==> src/rtl/serial_adder_pkg.sv <==
// Shared types and elaboration helpers for the slice-serial adder.
// Latency: n/a (package only).
// Backpressure: n/a.
package serial_adder_pkg;

  // Controller states: waiting, stepping through slices, presenting a result.
  typedef enum logic [1:0] {
    IDLE = 2'd0,
    RUN  = 2'd1,
    DONE = 2'd2
  } state_t;

  // Number of clocks needed to walk all slices of an operand.
  function automatic int calc_steps(input int width, input int slice);
    if (slice < 1) return 1;
    return width / slice;
  endfunction

  // Slice counter width; never below one bit so the counter always exists.
  function automatic int calc_cnt_w(input int width, input int slice);
    int s;
    s = calc_steps(width, slice);
    if (s <= 2) return 1;
    return $clog2(s);
  endfunction

endpackage

==> src/rtl/serial_adder_fa_cell.sv <==
// Single-bit full adder used as one link of the per-clock carry chain.
// Latency: combinational, zero cycles.
// Backpressure: none; pure function of its inputs.
module fa_cell (
  input  logic cin,
  input  logic ain,
  input  logic bin,
  output logic sout,
  output logic cout
);

  assign sout = ain ^ bin ^ cin;
  assign cout = (ain & bin) | (cin & (ain ^ bin));

endmodule

==> src/rtl/serial_adder.sv <==
// Adds/subtracts two WIDTH-bit operands SLICE bits per clock, LSB slice first.
// Latency: WIDTH/SLICE clocks from accepted start to done; one result per STEPS+1 clocks.
// Backpressure: start is only accepted in IDLE or DONE; it is ignored while busy.
module serial_adder
  import serial_adder_pkg::*;
#(
  parameter int WIDTH = 8,
  parameter int SLICE = 1
) (
  input  logic             clk,
  input  logic             rst_n,
  input  logic             start,
  input  logic             sub,
  input  logic             cin,
  input  logic [WIDTH-1:0] ain,
  input  logic [WIDTH-1:0] bin,
  output logic             busy,
  output logic             done,
  output logic [WIDTH-1:0] sout,
  output logic             cout,
  output logic             ovf
);

  localparam int STEPS = calc_steps(WIDTH, SLICE);
  localparam int CW    = calc_cnt_w(WIDTH, SLICE);
  localparam logic [CW-1:0] LAST = CW'(STEPS - 1);

  // Reject slice widths that do not tile the operand exactly.
  if ((SLICE < 1) || (SLICE > WIDTH) || ((WIDTH % SLICE) != 0)) begin : g_bad_param
    $error("serial_adder: SLICE must be in 1..WIDTH and divide WIDTH exactly");
  end

  state_t           state_q, state_d;
  logic             load, step, last_step;
  logic [WIDTH-1:0] a_q, b_q, res_q, res_nxt;
  logic             carry_q;
  logic [CW-1:0]    cnt_q;
  logic [SLICE:0]   c;
  logic [SLICE-1:0] s_slice;

  // Carry chain for the current slice: the registered carry feeds cell 0.
  assign c[0] = carry_q;

  for (genvar i = 0; i < SLICE; i++) begin : g_cell
    fa_cell u_fa (
      .cin  (c[i]),
      .ain  (a_q[i]),
      .bin  (b_q[i]),
      .sout (s_slice[i]),
      .cout (c[i+1])
    );
  end

  // New sum slice enters at the MSB end so that after STEPS shifts the
  // first (LSB) slice has arrived at bit 0.
  if (WIDTH == SLICE) begin : g_res_full
    assign res_nxt = s_slice;
  end else begin : g_res_shift
    assign res_nxt = {s_slice, res_q[WIDTH-1:SLICE]};
  end

  assign last_step = (state_q == RUN) && (cnt_q == LAST);
  assign busy      = (state_q == RUN);
  assign done      = (state_q == DONE);

  // State register.
  always_ff @(posedge clk) begin
    if (!rst_n) state_q <= IDLE;
    else        state_q <= state_d;
  end

  // Next-state and datapath control; start is only looked at outside RUN.
  always_comb begin
    state_d = state_q;
    load    = 1'b0;
    step    = 1'b0;
    case (state_q)
      IDLE: begin
        if (start) begin
          load    = 1'b1;
          state_d = RUN;
        end
      end
      RUN: begin
        step = 1'b1;
        if (cnt_q == LAST) state_d = DONE;
      end
      DONE: begin
        if (start) begin
          load    = 1'b1;
          state_d = RUN;
        end else begin
          state_d = IDLE;
        end
      end
      default: state_d = IDLE;
    endcase
  end

  // Operand/carry/counter registers: load on accept, shift one slice per RUN clock.
  always_ff @(posedge clk) begin
    if (!rst_n) begin
      a_q     <= '0;
      b_q     <= '0;
      res_q   <= '0;
      carry_q <= 1'b0;
      cnt_q   <= '0;
    end else if (load) begin
      a_q     <= ain;
      b_q     <= sub ? ~bin : bin;
      carry_q <= sub ? 1'b1 : cin;
      cnt_q   <= '0;
    end else if (step) begin
      a_q     <= a_q >> SLICE;
      b_q     <= b_q >> SLICE;
      res_q   <= res_nxt;
      carry_q <= c[SLICE];
      cnt_q   <= cnt_q + 1'b1;
    end
  end

  // Visible results only move on the final slice, so they hold across new operations.
  always_ff @(posedge clk) begin
    if (!rst_n) begin
      sout <= '0;
      cout <= 1'b0;
      ovf  <= 1'b0;
    end else if (last_step) begin
      sout <= res_nxt;
      cout <= c[SLICE];
      ovf  <= c[SLICE] ^ c[SLICE-1];
    end
  end

endmodule

==> config.mk <==
export PLATFORM = sky130hd
export DESIGN_NAME = serial_adder
export DESIGN_NICKNAME = d
export VERILOG_FILES = /design/src/rtl/serial_adder_pkg.sv /design/src/rtl/serial_adder_fa_cell.sv /design/src/rtl/serial_adder.sv
export SDC_FILE = /design/constraint.sdc
export NUM_CORES = 1
export LEC_CHECK = 0
export CORE_MARGIN = 10
export CORE_UTILIZATION = 49
export DETAILED_ROUTE_END_ITERATION = 8
export PLACE_DENSITY = 0.8
export SYNTH_ARGS = -nofsm -noshare
export SYNTH_HDL_FRONTEND = slang
export SYNTH_SLANG_ARGS = --single-unit
==> constraint.sdc <==
create_clock -name clk -period 1.6 [get_ports clk]
set_clock_uncertainty 0.15 [all_clocks]
set_input_delay 0.4 -clock clk [delete_from_list [all_inputs] [get_ports clk]]
set_output_delay 0.4 -clock clk [all_outputs]
set_load 0.03 [all_outputs]
* Yosys cells after proc, flatten, opt, wreduce, memory -nomap -nowiden
Index checks and enable logic that the tools add are counted.
** Operators by class
- Equality and inequality tests :: 5
- Bitwise gates (word level) :: 9
- Reduce and logical (&&, ||, !) cells :: 7
- Muxes and demuxes :: 15
- Add/sub/neg operators :: 1
** Operator list (count)
- 8-bit 2-to-1 mux :: 5
- 8-bit inverter :: 1
- 1-bit 2-to-1 mux :: 7
- 2-bit case mux with 3 select lines :: 1
- 2-bit 2-to-1 mux :: 2
- 2-bit AND reduction :: 2
- 2-bit OR reduction :: 2
- 3-bit by 1-bit adder with 3-bit output, second input constant :: 1
- 3-bit == test, second input constant :: 1
- 1-bit bitwise XOR :: 3
- 1-bit AND :: 2
- 2-bit by 1-bit == test with 1-bit output, second input constant :: 1
- 2-bit == test, second input constant :: 1
- 2-bit logical NOT :: 1
- 2-bit by 1-bit inequality test with 1-bit output, second input constant :: 1
- 2-bit inequality test, second input constant :: 1
- 1-bit inverter :: 2
- 2-bit nonzero test :: 1
- 1-bit logical AND :: 1
- 1-bit OR :: 1
** Storage, ports and cells
- Word-level logic and storage cells :: 46
- Input port bits :: 21
- Register bits :: 40

* Longest topological paths before layout
Gate-level depths: netlist (run 1).
- Depth in word-level cells :: 5
- Depth in mapped cells :: 6
- Mapped depth without buffers :: 5

* Hierarchy
Synthesis (run 1) repeated with hierarchy kept, for this count alone.
** Unflattened totals
- Cell total of the unflattened synthesis :: 188
- Area, all modules :: 1591.5 um2
** By module, submodules not included
- serial_adder :: instances 1, cells each 187, area each 1571.5 um2
- fa_cell :: instances 1, cells each 1, area each 20.0 um2

* Worst setup path before layout (run 1)
No wires, ideal clock.
- Path type :: flip-flop to flip-flop
- Start :: register cnt_q[0]
- End :: register ovf
- Stages on the path, launching flop included :: 6
- Slack :: 190 ps
- Period minus slack after synthesis :: 1410 ps
- Arrival time :: 1174 ps
- Buffers on the path :: 1
- Required time :: 1364 ps
- Library setup time :: 86 ps
- Cells stage by stage :: dfxtp_1 > ha_1 > ha_1 > and3b_1 > buf_2 > a211oi_1
** Between the ends
- Word-level cells in the longest chain between the ends :: 2
** RTL lines
- from (decl) :: RTL line serial_adder.sv:37 : logic [CW-1:0] cnt_q;
- from (signal assigned) :: RTL line serial_adder.sv:118 : cnt_q <= cnt_q + 1'b1;
- 3-bit == test :: RTL line serial_adder.sv:62 : assign last_step = (state_q == RUN) && (cnt_q == LAST);
- 1-bit logical AND :: RTL line serial_adder.sv:62
- to (signal assigned) :: RTL line serial_adder.sv:131 : ovf <= c[SLICE] ^ c[SLICE-1];
- to (decl) :: RTL line serial_adder.sv:21 : output logic ovf
No other way between the ends.
A chain may end at the register's enable or synchronous reset.

* Worst setup path after layout (run 1)
- Start :: register state_q[1]
- End :: output busy
** Between the ends
- Word-level cells in the longest chain between the ends :: 1
** RTL lines
- from (decl) :: RTL line serial_adder.sv:33 : state_t state_q, state_d;
- from (signal assigned) :: RTL line serial_adder.sv:69 : else state_q <= state_d;
- 2-bit by 1-bit == test with 1-bit output :: RTL line serial_adder.sv:63 : assign busy = (state_q == RUN);
- to (decl) :: RTL line serial_adder.sv:17 : output logic busy,
No other way between the ends.

==> results.sh, run 1 <==
export IMPL_status="finished clean"
export IMPL_drive_gt1_frac=0.1754
export IMPL_grt_pass1_vias=1411
export IMPL_crit_slowest_cell="dfxtp_2"
export IMPL_netlist_area_sq_um=1600
export IMPL_ys_types=26
export IMPL_max_clock_path_buffers=2
export IMPL_fin_nets=251
export IMPL_fillerInstances=246
export IMPL_clockRootBuffer="clkbuf_4"
export IMPL_reg2reg_depth=5
export IMPL_drc_errors=0
export IMPL_gp_congestion=0.7528
export IMPL_finalSetupViolCount=0
export IMPL_ff_latch_area_sq_um=784.5
export IMPL_routed_wl_mm=3.896
export IMPL_clk_pin_slew_worst_paths_ns=0.11
export IMPL_cp_max_fo=4
export IMPL_overflow=0
export IMPL_ys_warn_count=0
export IMPL_drt_pass1_iter_count=4
export IMPL_cts_htree_levels=2
export IMPL_period_share=0.9897
export IMPL_die_area_sq_um=5951
export IMPL_power_density_nw_per_um2=876.0
export IMPL_rsz0062_at_grt="yes"
export IMPL_drt_initial_drc_count=132
export IMPL_clock_sinks=39
export IMPL_setup_slack_ns=0.01651
export IMPL_crit_path_start_kind="flop"
export IMPL_place_ws_ns=-0.1199
export IMPL_core_sq_um=3078
export IMPL_maxSlewHeadroom=0.8093
export IMPL_dp_hpwl_mm=2.670
export IMPL_cp_data_arrival_time_ns=1.03
export IMPL_leakagePower_nw=0.7777
export IMPL_syn2layout_area_growth_pct=31.12
export IMPL_die_h_microns=77.15
export IMPL_ys_seq_elements=39
export IMPL_antenna_found_initial=0
export IMPL_timing_fmax_mhz=631.5
export IMPL_ys_seq_area_frac=0.4879
export IMPL_ir_drop_mv=0.5299
export IMPL_postSynthAreaPerCell_sq_um=8.467
export IMPL_antenna_left=0
export IMPL_multi_input_area_sq_um=739.5
export IMPL_cts_tree="done"
export IMPL_tightest_slew_ns=0.2860
export IMPL_final_cell_mix="nand2_1, dfxtp_1, a21oi_1"
export IMPL_synthesis_nets=213
export IMPL_io_pins=33
export IMPL_cap_violations=0
export IMPL_grt_pass1_wl_mm=6.458
export IMPL_postCtsHoldBufs=0
export IMPL_min_path_cells=2
export IMPL_vias_per_cell=5.283
export IMPL_row_count=20
export IMPL_antenna_cells=0
export IMPL_crit_type="flop to output port"
export IMPL_period_minus_slack_ns=1.583
export IMPL_grt_max_degree=28
export IMPL_hp_class="flop to flop"
export IMPL_portBuffers=32
export IMPL_track_usage=0.1330
export IMPL_placed_cell_area_sq_um=2016
export IMPL_syn_instance_count=189
export IMPL_required_ns=1.05
export IMPL_layout_commonest_cell="nand2_1"
export IMPL_crit_chain="nand2b_4 > inv_6 > buf_6"
export IMPL_crit_path_max_incr_delay_ns=0.35
export IMPL_num_vias=1437
export IMPL_post_route_cell_area_sq_um=2098
export IMPL_initial_utilization=0.5199
export IMPL_finalMaxSlewViolations=0
export IMPL_worstSkewPairLatency_ns=0.36
export IMPL_cts_buffers=5
export IMPL_hold_viol_final=0
export IMPL_post_drt_wl_per_cell_microns=14.32
export IMPL_fp_dieW_microns=77.15
export IMPL_end_kind="output port"
## critical path, delay by kind of cell, from the launching register on
kind                   cells  cell delay, ns
AND/OR/NAND/NOR            1            0.16
buffers and inverters      2            0.18
flip-flops                 1            0.35
## repair_timing
item | 4_1_cts | 5_1_grt
resized for setup | 17 | 10
setup endpoints to repair | 5 | 14
buffers inserted | 1 | 0
## registers in the layout (all words and copies together) (netlist names)
signal	cells
state_q	2
ovf	1
a_q	8
cout	1
sout	8
carry_q	1
b_q	8
res_q	7
cnt_q	3
## final timing paths
path                                         startpoint                     to  slack, ns
worst max register to register    cnt_q[0]$_SDFFE_PP0P_       ovf$_SDFFE_PN0P_       0.07
worst max-delay path            state_q[1]$_SDFFE_PN0P_                   busy       0.02
worst min-delay path              res_q[1]$_SDFFE_PN0P_  res_q[1]$_SDFFE_PN0P_       0.31
worst min register to register    res_q[1]$_SDFFE_PN0P_  res_q[1]$_SDFFE_PN0P_       0.31
## through the flow
stage	power (mW)	hold WS (ns)	util	setup TNS, ns	cells
2_1_floorplan	1.243	0.2822	-	0	189
3_3_place_gp	1.344	0.2850	0.6549	-0.9782	263
3_5_place_dp	1.353	0.2965	0.6549	-1.187	263
4_1_cts	1.845	0.3126	0.6809	0	272
5_1_grt	1.928	0.3369	0.6817	-0.07623	272
6_report	1.838	0.3117	0.6817	0	272
## cell type report
cell class / count / area share
Sequential cell: 39 / 0.3739
Multi-Input combinational cell: 135 / 0.3524
Timing Repair Buffer: 44 / 0.2159
Tap cell: 44 / 0.02624
Clock buffer: 6 / 0.01968
Clock inverter: 2 / 0.005963
Inverter: 2 / 0.005963
## kinds of logic (layout without fill, tap and decap cells)
logic type	Yosys count	count (layout)	share of synthesized area
DFF	39	39	0.4879
and+or+nand+nor	76	76	0.2056
adders and majority gates	3	3	0.02814
buffers and inverters	15	54	0.06098
AOI/OAI and AO/OA	46	46	0.1626
xor gates and xnor gates	10	10	0.05473
## cells in the mapped netlist
cell type | instances | area (sq um)
inv_6 | 1 | 8.760
nor2b_1 | 2 | 12.51
nor3_1 | 12 | 60.06
a31oi_1 | 4 | 25.02
and3b_1 | 1 | 8.760
buf_4 | 2 | 15.01
nor2_1 | 4 | 15.01
nand2b_1 | 2 | 12.51
xor2_1 | 8 | 70.07
nand3b_1 | 1 | 7.510
xnor2_1 | 2 | 17.52
nand2_1 | 46 | 172.7
a21oi_1 | 25 | 125.1
o21ai_0 | 4 | 20.02
nand3_1 | 8 | 40.04
clkbuf_1 | 3 | 11.26
a211oi_1 | 1 | 7.510
inv_1 | 1 | 3.750
o21a_1 | 1 | 7.510
ha_1 | 2 | 25.02
fa_1 | 1 | 20.02
buf_2 | 5 | 25.02
o22ai_1 | 6 | 37.54
a22oi_1 | 5 | 37.54
dfxtp_1 | 39 | 780.8
buf_6 | 3 | 33.78
## layer usage
layer  track usage  vias to the layer above  share of wire
met5             0                        -              0
met4       0.06752                        0          0.016
met3       0.04545                        7          0.048
met2        0.2207                       39           0.52
met1        0.1468                      670           0.42
li1              -                      721              -
## report_power, final
part | leakage, nW | internal [mW] | switching, mW
Clock | 0.0282 | 0.169 | 0.323
Sequential | 0.319 | 1.02 | 0.0321
Combinational | 0.430 | 0.148 | 0.147
(Power assumes the default switching activity.)
==> run 2, diff against run 1 <==
--- a/config.mk
+++ b/config.mk
@@ -7,6 +7,7 @@
 export LEC_CHECK = 0
 export CORE_MARGIN = 10
 export CORE_UTILIZATION = 49
+export CTS_CLUSTER_SIZE = 30
 export DETAILED_ROUTE_END_ITERATION = 8
 export PLACE_DENSITY = 0.8
 export SYNTH_ARGS = -nofsm -noshare
==> results of run 2 <==
No change in the layout: final DEF, timing and power equal those of run 1.
==> run 3, diff against run 2 <==
==> constraint.sdc (replaced) <==
create_clock -name clk -period 1.49 [get_ports clk]
set_clock_uncertainty 0.15 [all_clocks]
set_input_delay 0.3725 -clock clk [delete_from_list [all_inputs] [get_ports clk]]
set_output_delay 0.3725 -clock clk [all_outputs]
set_load 0.03 [all_outputs]
==> run 3 against run 2 <==
The flow now finishes with violations (negative setup slack); sequential power increased by 8%; final cell count increased by 2.2%; flip-flop and latch count unchanged; utilization increased by 5.6 points; setup slack got worse by 0.10 ns; via count increased by 3.8%; non-clock buffer count increased by 6; count of clock-buffer cells in the layout unchanged; combinational power increased by 19%; largest cell class is now multi-input gates; highest routed layer unchanged; final area increased by 8.2%; first-iteration DRC count increased by 26%.
==> results.sh, run 3 (synthesis results as in run 1) <==
export IMPL_vias_per_cell=5.367
export IMPL_clock_sinks=39
export IMPL_setup_slack_ns=-0.08414
export IMPL_track_usage=0.1382
export IMPL_drt_initial_drc_count=166
export IMPL_seqPwrFrac=0.509
export IMPL_required_ns=0.97
export IMPL_rsz0062_at_grt="yes"
export IMPL_place_ws_ns=-0.2687
export IMPL_post_drt_wl_per_cell_microns=14.74
export IMPL_end_kind="output port"
export IMPL_antenna_found_initial=0
export IMPL_crit_path_start="state_q[0]$_SDFFE_PN0P_"
export IMPL_status="finished with violations"
export IMPL_reg2reg_depth=7
export IMPL_dp_hpwl_mm=2.766
export IMPL_cap_violations=0
export IMPL_grt_pass1_vias=1428
export IMPL_max_clock_path_buffers=2
export IMPL_grt_max_degree=28
export IMPL_violations="negative setup slack"
export IMPL_grt_pass1_wl_mm=6.789
export IMPL_p_int_mw=1.668
export IMPL_timing_fmax_mhz=635.3
export IMPL_crit_chain="buf_6 > nand2b_4 > inv_6 > buf_6"
export IMPL_period_share=1.056
export IMPL_cts_tree="done"
export IMPL_postCtsHoldBufs=0
export IMPL_syn2layout_area_growth_pct=41.91
export IMPL_rrSetupSlack_ns=0.02
export IMPL_num_vias=1492
export IMPL_crit_slowest_cell="dfxtp_4"
export IMPL_crit_end="busy"
export IMPL_tightest_slew_ns=0.2965
export IMPL_ir_drop_mv=0.5757
export IMPL_finalSetupViolCount=2
export IMPL_critPathBufInv=3
export IMPL_crit_path_max_incr_delay_ns=0.37
export IMPL_period_minus_slack_ns=1.574
export IMPL_p_sw_mw=0.5445
export IMPL_drive_gt1_frac=0.2479
export IMPL_layout_commonest_cell="nand2_1"
export IMPL_gp_congestion=0.7658
export IMPL_initial_utilization=0.5199
export IMPL_portBuffers=32
export IMPL_sw_frac_of_total=0.2461
export IMPL_final_cell_mix="nand2_1, dfxtp_1, a21oi_1, clkdlybuf4s50_1, buf_4"
export IMPL_crit_path_start_kind="flop"
export IMPL_leakagePower_nw=0.8452
export IMPL_critical_path_top_delay_family="flip-flops"
export IMPL_r2r_end="sout[7]$_SDFFE_PN0P_"
export IMPL_cts_buffers=5
export IMPL_fin_nets=257
export IMPL_whs_ns=0.3150
export IMPL_worstSkewPairLatency_ns=0.35
export IMPL_io_pins=33
export IMPL_crit_top_cell="buf_6"
export IMPL_cp_max_fo=2
export IMPL_clk_pin_slew_worst_paths_ns=0.11
export IMPL_fp_dieW_microns=77.15
export IMPL_r2r_start="cnt_q[1]$_SDFFE_PP0P_"
export IMPL_die_area_sq_um=5951
export IMPL_power_density_nw_per_um2=974.1
export IMPL_setup_tns_ns=-0.1614
export IMPL_p_total_mw=2.212
export IMPL_overflow=0
export IMPL_antenna_cells=0
export IMPL_crit_type="flop to output port"
export IMPL_largest_registers="a_q (8), b_q (8), sout (8)"
export IMPL_core_sq_um=3078
export IMPL_finalMaxSlewViolations=0
export IMPL_pwr_share_clk=0.332
export IMPL_fin_util=0.7378
export IMPL_drc_errors=0
export IMPL_cp_data_arrival_time_ns=1.05
export IMPL_die_h_microns=77.15
export IMPL_cts_htree_levels=2
export IMPL_routed_wl_mm=4.097
export IMPL_hp_class="flop to flop"
export IMPL_hold_viol_final=0
export IMPL_row_count=20
export IMPL_antenna_left=0
export IMPL_maxSlewHeadroom=0.8023
export IMPL_drt_pass1_iter_count=4
export IMPL_cp_depth=4
export IMPL_combPwrFrac=0.158
export IMPL_clockRootBuffer="clkbuf_4"
==> run 3: stage by stage <==
step,cell area [sq um],cells
after detailed placement,2021,265
after global routing,2271,278
final,2271,278
after CTS,2211,277
after floorplan,1600,189
after global placement,2021,265
==> run 3: timing repair <==
item | CTS | global route
buffers inserted | 3 | 2
endpoints found under the setup margin | 11 | 13
resized for setup | 16 | 17
pin swaps | 2 | 3
gates cloned | 1 | 0
==> run 3: worst min-delay path by stage <==
stage                               start  depth (start not counted)  slack [ns]                    end
finish               sout[6]$_SDFFE_PN0P_                          2        0.32   sout[6]$_SDFFE_PN0P_
CTS                 res_q[4]$_SDFFE_PN0P_                          2        0.32  res_q[3]$_SDFFE_PN0P_
detailed placement   sout[4]$_SDFFE_PN0P_                          2        0.30   sout[4]$_SDFFE_PN0P_
global route        res_q[1]$_SDFFE_PN0P_                          2        0.34   sout[0]$_SDFFE_PN0P_
floorplan           res_q[1]$_SDFFE_PN0P_                          2        0.28   sout[0]$_SDFFE_PN0P_
global placement    res_q[1]$_SDFFE_PN0P_                          2        0.29   sout[0]$_SDFFE_PN0P_
==> run 3: routing by layer <==
layer / vias to the layer above / share of wire / global-route usage
met1: 710 / 0.42 / 0.1689
met5: - / 0 / 0
li1: 734 / - / -
met3: 8 / 0.047 / 0.03147
met4: 0 / 0.017 / 0.06204
met2: 40 / 0.52 / 0.2241
==> run 3: area by class of cell <==
type	count	area, sq um
tap	44	55.05
clock buffer	6	51.30
fill	222	807.0
multi-input combinational	135	802.0
inverter	2	12.51
sequential	39	788.3
timing repair buffer	50	526.8
clock inverter	2	35.03
==> run 3: power groups by stage <==
stage / combinational, mW / sequential [mW] / clock (mW)
floorplan: 0.195 / 1.14 / 0
global placement: 0.307 / 1.14 / 0
detailed placement: 0.318 / 1.15 / 0
CTS: 0.334 / 1.13 / 0.751
global route: 0.379 / 1.13 / 0.794
finish: 0.350 / 1.13 / 0.735
==> run 3: worst reg2reg max path: cells and delay by family, from the launching register on <==
kind	cells	cell delay [ns]
fa+ha+maj	2	0.31
buf+inv	2	0.27
simple gates	2	0.20
flops	1	0.35
compound gates	1	0.14
